`config.mk`:
```
export PLATFORM = sky130hd
export DESIGN_NAME = settle_timer
export DESIGN_NICKNAME = d
export VERILOG_FILES = /design/src/rtl/minimization_pkg.sv /design/src/rtl/minimization_equiv_checker_settle_timer.sv
export SDC_FILE = /design/constraint.sdc
export NUM_CORES = 1
export LEC_CHECK = 0
export ABC_AREA = 1
export CORE_AREA = 2 2 39 41
export DETAILED_ROUTE_END_ITERATION = 16
export DIE_AREA = 0 0 41 43
export HOLD_SLACK_MARGIN = 0.06
export PLACE_DENSITY = 0.52
export SETUP_SLACK_MARGIN = 0.5
export SYNTH_ARGS = -nofsm -noshare
export SYNTH_HDL_FRONTEND = slang
export SYNTH_SLANG_ARGS = --single-unit
```
`constraint.sdc`:
```
create_clock -name clk -period 1.6 [get_ports clk]
set_clock_uncertainty 0.1 [all_clocks]
set_input_delay 0.32 -clock clk [delete_from_list [all_inputs] [get_ports clk]]
set_output_delay 0.32 -clock clk [all_outputs]
set_load 0.01 [all_outputs]
```
`src/rtl/minimization_pkg.sv`:
```
// Shared types and defaults for the minimization equivalence checker.
// State encoding, default sizing and the settle-timer reload helper.
package minimization_pkg;

    localparam int N_INPUTS_DEF      = 3;
    localparam int SETTLE_CYCLES_DEF = 1;
    localparam int TIMER_W           = 4;

    typedef enum logic [1:0] {
        S_IDLE   = 2'd0,
        S_SETTLE = 2'd1,
        S_SAMPLE = 2'd2,
        S_DONE   = 2'd3
    } state_t;

    // Counter counts down to zero, so a hold of N cycles loads N-1.
    function automatic logic [TIMER_W-1:0] settle_reload(input int cycles);
        return TIMER_W'(cycles - 1);
    endfunction

endpackage

```
`src/rtl/minimization_equiv_checker_settle_timer.sv`:
```
// Loadable down-counter that paces how long each stimulus vector is held.
// Load has priority over enable; the counter parks at zero.
module settle_timer
    import minimization_pkg::*;
(
    input  logic               clk,
    input  logic               rst_n,
    input  logic               load,
    input  logic               enable,
    input  logic [TIMER_W-1:0] load_value,
    output logic               zero
);

    logic [TIMER_W-1:0] cnt_r;

    // Zero flag straight from the count register.
    assign zero = (cnt_r == {TIMER_W{1'b0}});

    // Count register: reload, decrement or hold.
    always_ff @(posedge clk) begin
        if (!rst_n) begin
            cnt_r <= {TIMER_W{1'b0}};
        end else if (load) begin
            cnt_r <= load_value;
        end else if (enable && !zero) begin
            cnt_r <= cnt_r - {{(TIMER_W-1){1'b0}}, 1'b1};
        end else begin
            cnt_r <= cnt_r;
        end
    end

endmodule

```
# After elaboration in Yosys (flattened, before gate mapping)
# Index checks and enable logic that the tools add are counted.
totals:
  ff_bits: 4
  in_bits: 8
  word_cells: 8
op_classes:
  add_sub_neg: 1
  mux: 2
  reduce_logical: 4
ops:
  columns: ["cell", "count"]
  rows:
  - ["$mux W4", 2]
  - ["$logic_not A4 Y1", 1]
  - ["$sub A4 B1 Y4 const B", 1]
  - ["$reduce_bool A2 Y1", 1]
  - ["$logic_and A1 B1 Y1", 1]
  - ["$logic_not A1 Y1", 1]

# Depth between registers and ports, before layout
# Gate-level depths: netlist (run 1).
depth:
  word_depth: 5
  mapped_depth: 8
  ltp_nobuf: 8

# Least setup slack after synthesis (run 1)
# OpenSTA, ideal clock, no wires.
synth_path:
  kind: "flip-flop to flip-flop"
  start: "reg cnt_r[0]"
  end: "reg cnt_r[1]"
  setup_time_ns: 0.116
  arrival_ns: 0.993
  required_time_ns: 1.384
  path_slack_ns: 0.391
  path_stages_with_launch: 9
  period_less_slack_ns: 1.209
  path_cell_list: "dfxtp_1 inv_1 ha_1 nand3_2 nand2_4 nand2_4 clkinv_2 nor2_1 nor2_1"
synth_via:
  elab_chain_len: 4
  word_cells_on_any_way: 7
  classes_between: "add/sub (1); mux (2); reduce/logical (4)"
synth_rtl:
  columns: ["element", "line", "text"]
  rows:
  - ["start: declaration", "minimization_equiv_checker_settle_timer.sv:14", "logic [TIMER_W-1:0] cnt_r;"]
  - ["start signal: assignment", "minimization_equiv_checker_settle_timer.sv:22", "cnt_r <= {TIMER_W{1'b0}};"]
  - ["start signal: assignment", "minimization_equiv_checker_settle_timer.sv:24", "cnt_r <= load_value;"]
  - ["start signal: assignment", "minimization_equiv_checker_settle_timer.sv:26", "cnt_r <= cnt_r - {{(TIMER_W-1){1'b0}}, 1'b1};"]
  - ["parallel branches: the longest is 4 deep, another holds $sub A4 B1 Y4", null, null]
# Parallel ways; which one is timed is not known. The select of a mux whose other input is x is not followed.
# A chain may end at the register's enable or synchronous reset.

# Worst setup path in the final report (run 1)
layout_path:
  start: "reg cnt_r[0]"
  end: "out zero"
layout_via:
  elab_chain_len: 1
layout_rtl:
  columns: ["element", "line", "text"]
  rows:
  - ["$logic_not A4 Y1", "minimization_equiv_checker_settle_timer.sv:17", "assign zero = (cnt_r == {TIMER_W{1'b0}});"]
  - ["end: declaration", "minimization_equiv_checker_settle_timer.sv:11", "output logic zero"]
# Every way passes these cells.

==> run_results.csv, run 1 <==
group,metric,value,unit
run_status,outcome,"finished, final reports clean",
global_route,top_usage_layer,"met2",
setup_path,r2r_cells,10,
clock_network,clock_latency,0.23,ns
layout,largest_reg_flops,4,
worst_hold_path,hold_end,"cnt_r[3]$_SDFFE_PN0P_",
drt,vias,303,
yosys,ys_ff_latch,4,
global_route,grt_max_degree,8,
drt,avgViaCountPerCell,4.09,
floorplan,dieWidth,41,um
global_route,antenna_found_initial,0,
clock_network,clockBufferDepth,2,
setup_path,critPathLaunchType,"flop",
timing,min_period,1.38,ns
setup_path,reg2reg_slack,0.26,ns
setup_path,worst-endpoint-arrival,0.96,ns
setup_path,timing.rr.start,"cnt_r[0]$_SDFFE_PN0P_",
yosys,netlist.area_leader.share,0.292,
clock_network,cts.sinks,4,
placed_design,io_buffers,8,
layout,layout_commonest_cell,"nand2_1",
layout,n_antenna_cell,0,
global_route,use_met2,0.141,
global_route,grtUsageMet3,0.0471,
floorplan,ios,9,
worst_hold_path,whs_path_depth,2,
clock_network,cts_tree,"yes",
drt,wl,617,um
layout,largestRegisters,"cnt_r x4",
yosys,synth_fp_nets,50,
timing,whs,0.386,ns
floorplan,num_rows,14,
layout,fillers,158,
timing,layout_worst_path_cycle_share,0.862,
clock_network,cts.htree.levels,1,
global_route,grt-ovfl-total,0,
yosys,syn_area,274,um2
power,p_leak,0.222,nW
yosys,syn_inst,41,
timing,final_hold_viol_count,0,
yosys,synth_top_area_cell,"dfxtp_1",
layout,drive_gt1_frac,0.448,
timing,tightest_slew,0.200,ns
timing,tns,0,ns
clock_network,cts_root_buffer,"clkbuf_4",
clock_network,clk_pin_slew,0.04,ns
placed_design,post-dp-hpwl,452,um
floorplan,die-area,0.00176,mm2
drt,drt-pass1-iter-count,4,
flow_run,maxCapViolCount,0,
setup_path,crit_type,"flop to output pin",
clock_network,cts_hold_buf,0,
setup_path,endpoint_kind,"output pin",
drt,drc,0,
setup_path,crit_start,"cnt_r[0]$_SDFFE_PN0P_",
timing,fmax,725,MHz
setup_path,r2r_end,"cnt_r[3]$_SDFFE_PN0P_",
layout,multi_input_area,211,um2
placed_design,gp_congestion,0.636,
layout,ff_latch_area,82.6,um2
drt,drtAntennaViolNets,0,
timing,drv_slew,0,
setup_path,required,1.18,ns
yosys,synth_area_per_cell,6.68,um2
yosys,yosys.cell_types.count,16,
power,ir_drop,0.301,mV
layout,layout.cells.most_common_list,"7 x nand2_1, 6 x nor2_1, 6 x clkdlybuf4s50_1",
drt,first_iter_violations,2,
layout,fin_nets,69,
global_route,grt_usage,0.0894,
global_route,grt_pass1_wl,1020,um
layout,largest-register,"cnt_r",
global_route,first_global_vias,282,
yosys,synth_warnings,0,
drt,wire_per_inst,8.34,um
timing,slew_headroom,0.866,
floorplan,initial_utilization,0.198,
setup_path,path_max_fanout,2,
yosys,seq_area_frac_synth,0.292,
timing,rsz0062_at_grt,"true",
worst_hold_path,worstHoldStart,"cnt_r[3]$_SDFFE_PN0P_",
global_route,met1_usage,0.0836,
floorplan,die_h,43,um
timing,setup_violations,0,
layout,syn2layout_area_growth,82.6,%
yosys,synth_area_leaders,"dfxtp_1 29%, nand2_1 11%, nand2_4 8.2%, nor2_1 8.2%, inv_1 6.8%",
power,power_density,855,mW/mm2
clock_network,cts_buffers,3,
floorplan,core_area,0.00138,mm2
worst_hold_path,hold_class,"flop to flop",
[worst max-delay path, stage by stage, from the launching register on]
cell and delay (ns):
dfxtp_2 0.32, inv_2 0.05, ha_4 0.16, nand3_4 0.06
inv_2 0.03, buf_6 0.11
[per-layer routing]
layer  part of all wire  up-vias
met5                  0        -
met4                  0        0
met3              0.060        0
met2               0.56        5
met1               0.37      135
li1                   -      163
[power breakdown]
| part | total [W] | switching (W) | internal [W] |
|---|---|---|---|
| logic | 0.000186 | 0.0000870 | 0.0000995 |
| registers | 0.000122 | 0.00000830 | 0.000113 |
| clock network | 0.000120 | 0.0000363 | 0.0000835 |
| total | 0.000428 | 0.000132 | 0.000296 |
[how the worst max path moves through the flow]
stage | end | slack [ns] | depth (start not counted)
after floorplan | cnt_r[1]$_SDFFE_PN0P_ | 0.50 | 8
after global placement | zero | 0.02 | 5
after detailed placement | zero | 0.03 | 5
after CTS | zero | 0.20 | 5
after global routing | zero | 0.16 | 5
final | zero | 0.22 | 5
[cell families (layout without fill, tap and decap cells)]
logic type	count (synthesis)	count (layout)	share of synthesized area
simple gates	21	21	0.388
compound gates	6	6	0.128
xor+xnor	1	1	0.0320
buf+inv	8	25	0.114
fa+ha+maj	1	1	0.0457
flops	4	4	0.292
[synthesized netlist by cell type]
master    instances
xor2_1            1
nand3_1           3
nor2_1            6
o21ai_0           3
or2_0             1
dfxtp_1           4
inv_1             5
nand2_4           2
nand2_1           8
clkinv_2          1
inv_2             2
a21oi_2           1
o22ai_1           1
ha_1              1
nand3_2           1
a21oi_1           1
[per-stage QoR]
| step | util | power [W] | worst slack (ns) | cells | cell area (um2) |
|---|---|---|---|---|---|
| 3_5_place_dp | 0.297 | 0.000266 | 0.0284 | 67 | 412 |
| 5_1_grt | 0.362 | 0.000461 | 0.165 | 74 | 500 |
| 6_report | 0.362 | 0.000428 | 0.221 | 74 | 500 |
| 3_3_place_gp | 0.297 | 0.000265 | 0.0224 | 67 | 412 |
| 4_1_cts | 0.347 | 0.000421 | 0.202 | 74 | 480 |
| 2_1_floorplan | - | 0.000214 | 0.497 | 41 | 297 |
[final cells by class]
| cell class | instances | share of cell area |
|---|---|---|
| Clock buffer | 3 | 0.0450 |
| Inverter | 8 | 0.0700 |
| Multi-Input combinational cell | 29 | 0.423 |
| Sequential cell | 4 | 0.165 |
| Tap cell | 16 | 0.0400 |
| Timing Repair Buffer | 14 | 0.258 |
[timing repair]
| action | CTS | global route |
|---|---|---|
| buffers inserted | 4 | 0 |
| endpoints found under the setup margin | 5 | 5 |
| pin swaps | 4 | 3 |
| gates resized for setup | 10 | 3 |
Note: power is estimated with default switching activity, not from simulation.
==> inputs of run 2 (changes only) <==
Settings changed: GPL_ROUTABILITY_DRIVEN from default to 0.
Clock period 1.6 ns to 1.3 ns, I/O delays scaled along.
==> run 2 against run 1 <==
Compared with the run above:
- the flow now finishes with violations (negative setup slack)
- register-to-register slack worse by 0.21 ns
- worst hold slack better by 0.10 ns
- cell count up 4.1%
- combinational power up 19%
- clock-buffer cell count unchanged
- routed wire length up 0.32%
- first-iteration DRC count rose to 2.5 times the previous value
- critical path type unchanged
- critical endpoint unchanged
==> run_results.csv, run 2 (synthesis gave the netlist of run 1 again) <==
group,metric,value,unit
run_status,outcome,"finished, violations left",
run_status,failed_checks,"negative setup slack",
worst_hold_path,hold_end,"cnt_r[3]$_SDFFE_PN0P_",
global_route,grt_usage,0.0962,
clock_network,clockBufferDepth,2,
drt,avgViaCountPerCell,4.08,
setup_path,required,0.94,ns
setup_path,cp_common_cell,"inv_2",
power,power_density,1050,mW/mm2
placed_design,io_buffers,8,
power,p_seq_frac,0.285,
placed_design,post-dp-hpwl,540,um
floorplan,ios,9,
power,ir_drop,0.350,mV
power,power.internal,0.000365,W
power,p_comb_frac,0.428,
power,power.total,0.000518,W
power,p_sw_frac,0.295,
timing,min_period,1.31,ns
clock_network,cts.sinks,4,
clock_network,cts_tree,"yes",
timing,rsz0062_at_grt,"true",
global_route,grt_pass1_wl,1080,um
layout,drive_gt1_frac,0.459,
drt,drtAntennaViolNets,0,
floorplan,die_h,43,um
floorplan,num_rows,14,
setup_path,r2r_end,"cnt_r[3]$_SDFFE_PN0P_",
floorplan,dieWidth,41,um
setup_path,crit_family,"flip-flops",
layout,fillers,167,
floorplan,initial_utilization,0.198,
drt,first_iter_violations,5,
setup_path,cp_cell_sequence,"inv_2, ha_4, nand3_4, inv_2, buf_6",
global_route,grt-ovfl-total,0,
layout,largest_reg_flops,4,
worst_hold_path,whs_path_depth,3,
setup_path,critPathLaunchType,"flop",
floorplan,core_area,0.00138,mm2
global_route,antenna_found_initial,0,
timing,slew_headroom,0.869,
setup_path,r2r_cells,8,
layout,layout.cells.most_common_list,"9 x buf_4, 8 x nand2_1, 7 x clkdlybuf4s50_1",
timing,tightest_slew,0.195,ns
global_route,grt_max_degree,7,
setup_path,critical_path.max_stage_delay,0.32,ns
setup_path,reg2reg_slack,0.05,ns
drt,drc,0,
setup_path,endpoint_kind,"output pin",
timing,drv_slew,0,
layout,layout_commonest_cell,"buf_4",
layout,largest-register,"cnt_r",
power,p_switching,0.000153,W
clock_network,cts_buffers,3,
global_route,first_global_vias,295,
power,p_leak,0.235,nW
layout,n_antenna_cell,0,
setup_path,crit_buf_inv,3,
worst_hold_path,hold_class,"flop to flop",
drt,drt-pass1-iter-count,4,
clock_network,clk_pin_slew,0.03,ns
setup_path,slowest_stage,"dfxtp_2",
power,clkPwrFrac,0.287,
timing,layout_worst_path_cycle_share,1.01,
drt,wl,619,um
timing,setup_violations,1,
floorplan,die-area,0.00176,mm2
worst_hold_path,worstHoldStart,"cnt_r[3]$_SDFFE_PN0P_",
flow_run,maxCapViolCount,0,
setup_path,timing.rr.start,"cnt_r[1]$_SDFFE_PN0P_",
clock_network,clock_latency,0.23,ns
timing,final_hold_viol_count,0,
drt,vias,314,
setup_path,path_max_fanout,2,
layout,syn2layout_area_growth,80.8,%
layout,largestRegisters,"cnt_r x4",
timing,tns,-0.00888,ns
setup_path,worst-endpoint-arrival,0.95,ns
setup_path,crit_type,"flop to output pin",
drt,wire_per_inst,8.04,um
timing,fmax,764,MHz
timing,layout_setup_ws,-0.00888,ns
clock_network,cts.htree.levels,1,
layout,fin_nets,72,
clock_network,cts_root_buffer,"clkbuf_4",
-- run 2: cell types whose count changed in the layout (fill, tap and decap cells not counted), sizes merged --
cell / delta
buf: +3
clkinv: -1
dlygate4sd2: -1
clkdlybuf4s50: +1
inv: +1
-- run 2: how the worst max path moves through the flow --
stage          slack, ns  depth (start not counted)               endpoint                   from
6_report          -0.009                          5                   zero  cnt_r[1]$_SDFFE_PN0P_
3_3_place_gp       -0.19                          5                   zero  cnt_r[1]$_SDFFE_PN0P_
3_5_place_dp       -0.20                          5                   zero  cnt_r[1]$_SDFFE_PN0P_
4_1_cts            -0.02                          5                   zero  cnt_r[0]$_SDFFE_PN0P_
2_1_floorplan       0.21                          8  cnt_r[1]$_SDFFE_PN0P_  cnt_r[0]$_SDFFE_PN0P_
5_1_grt            -0.06                          5                   zero  cnt_r[1]$_SDFFE_PN0P_
-- run 2: stage by stage --
stage / hold slack (ns) / std cells / util / worst slack, ns / area [um2]
floorplan: 0.280 / 41 / - / 0.207 / 297
global placement: 0.491 / 74 / 0.335 / -0.190 / 464
detailed placement: 0.488 / 74 / 0.335 / -0.197 / 464
CTS: 0.490 / 77 / 0.353 / -0.0237 / 488
global route: 0.507 / 77 / 0.358 / -0.0646 / 495
finish: 0.491 / 77 / 0.358 / -0.00888 / 495
-- run 2: routing by layer --
metal	up-vias	global-route usage	wire, um
met5	-	0	0
met3	0	0.0314	31
met4	0	0.0800	0
met2	5	0.150	327
li1	169	-	-
met1	140	0.0958	261
-- run 2: worst min-delay path, cell delays in order, from the launching register on --
cell and delay [ns]:
dfxtp_1 0.30, buf_4 0.13, nand2_1 0.07, a21oi_2 0.05
-- run 2: power by group through the flow --
stage                     sequential (W)  combinational [W]  clock [W]
final                           0.000147           0.000222   0.000149
after global placement          0.000149           0.000214          0
after global routing            0.000149           0.000246   0.000174
after detailed placement        0.000150           0.000215          0
after CTS                       0.000148           0.000220   0.000154
after floorplan                 0.000151           0.000112          0
-- run 2: area by class of cell --
type                            instances  area, um2  share of cell area
Sequential cell                         4       82.6               0.167
Multi-Input combinational cell         29        189               0.381
Clock buffer                            3       22.5              0.0455
Timing Repair Buffer                   17        149               0.301
Tap cell                               16       20.0              0.0404
Inverter                                8       32.5              0.0657
-- run 2: repair_timing --
item	in CTS	in global routing
buffers inserted	0	0
pin swaps	4	1
hold buffers	0	0
gates resized for setup	6	3
endpoints found under the setup margin	5	5
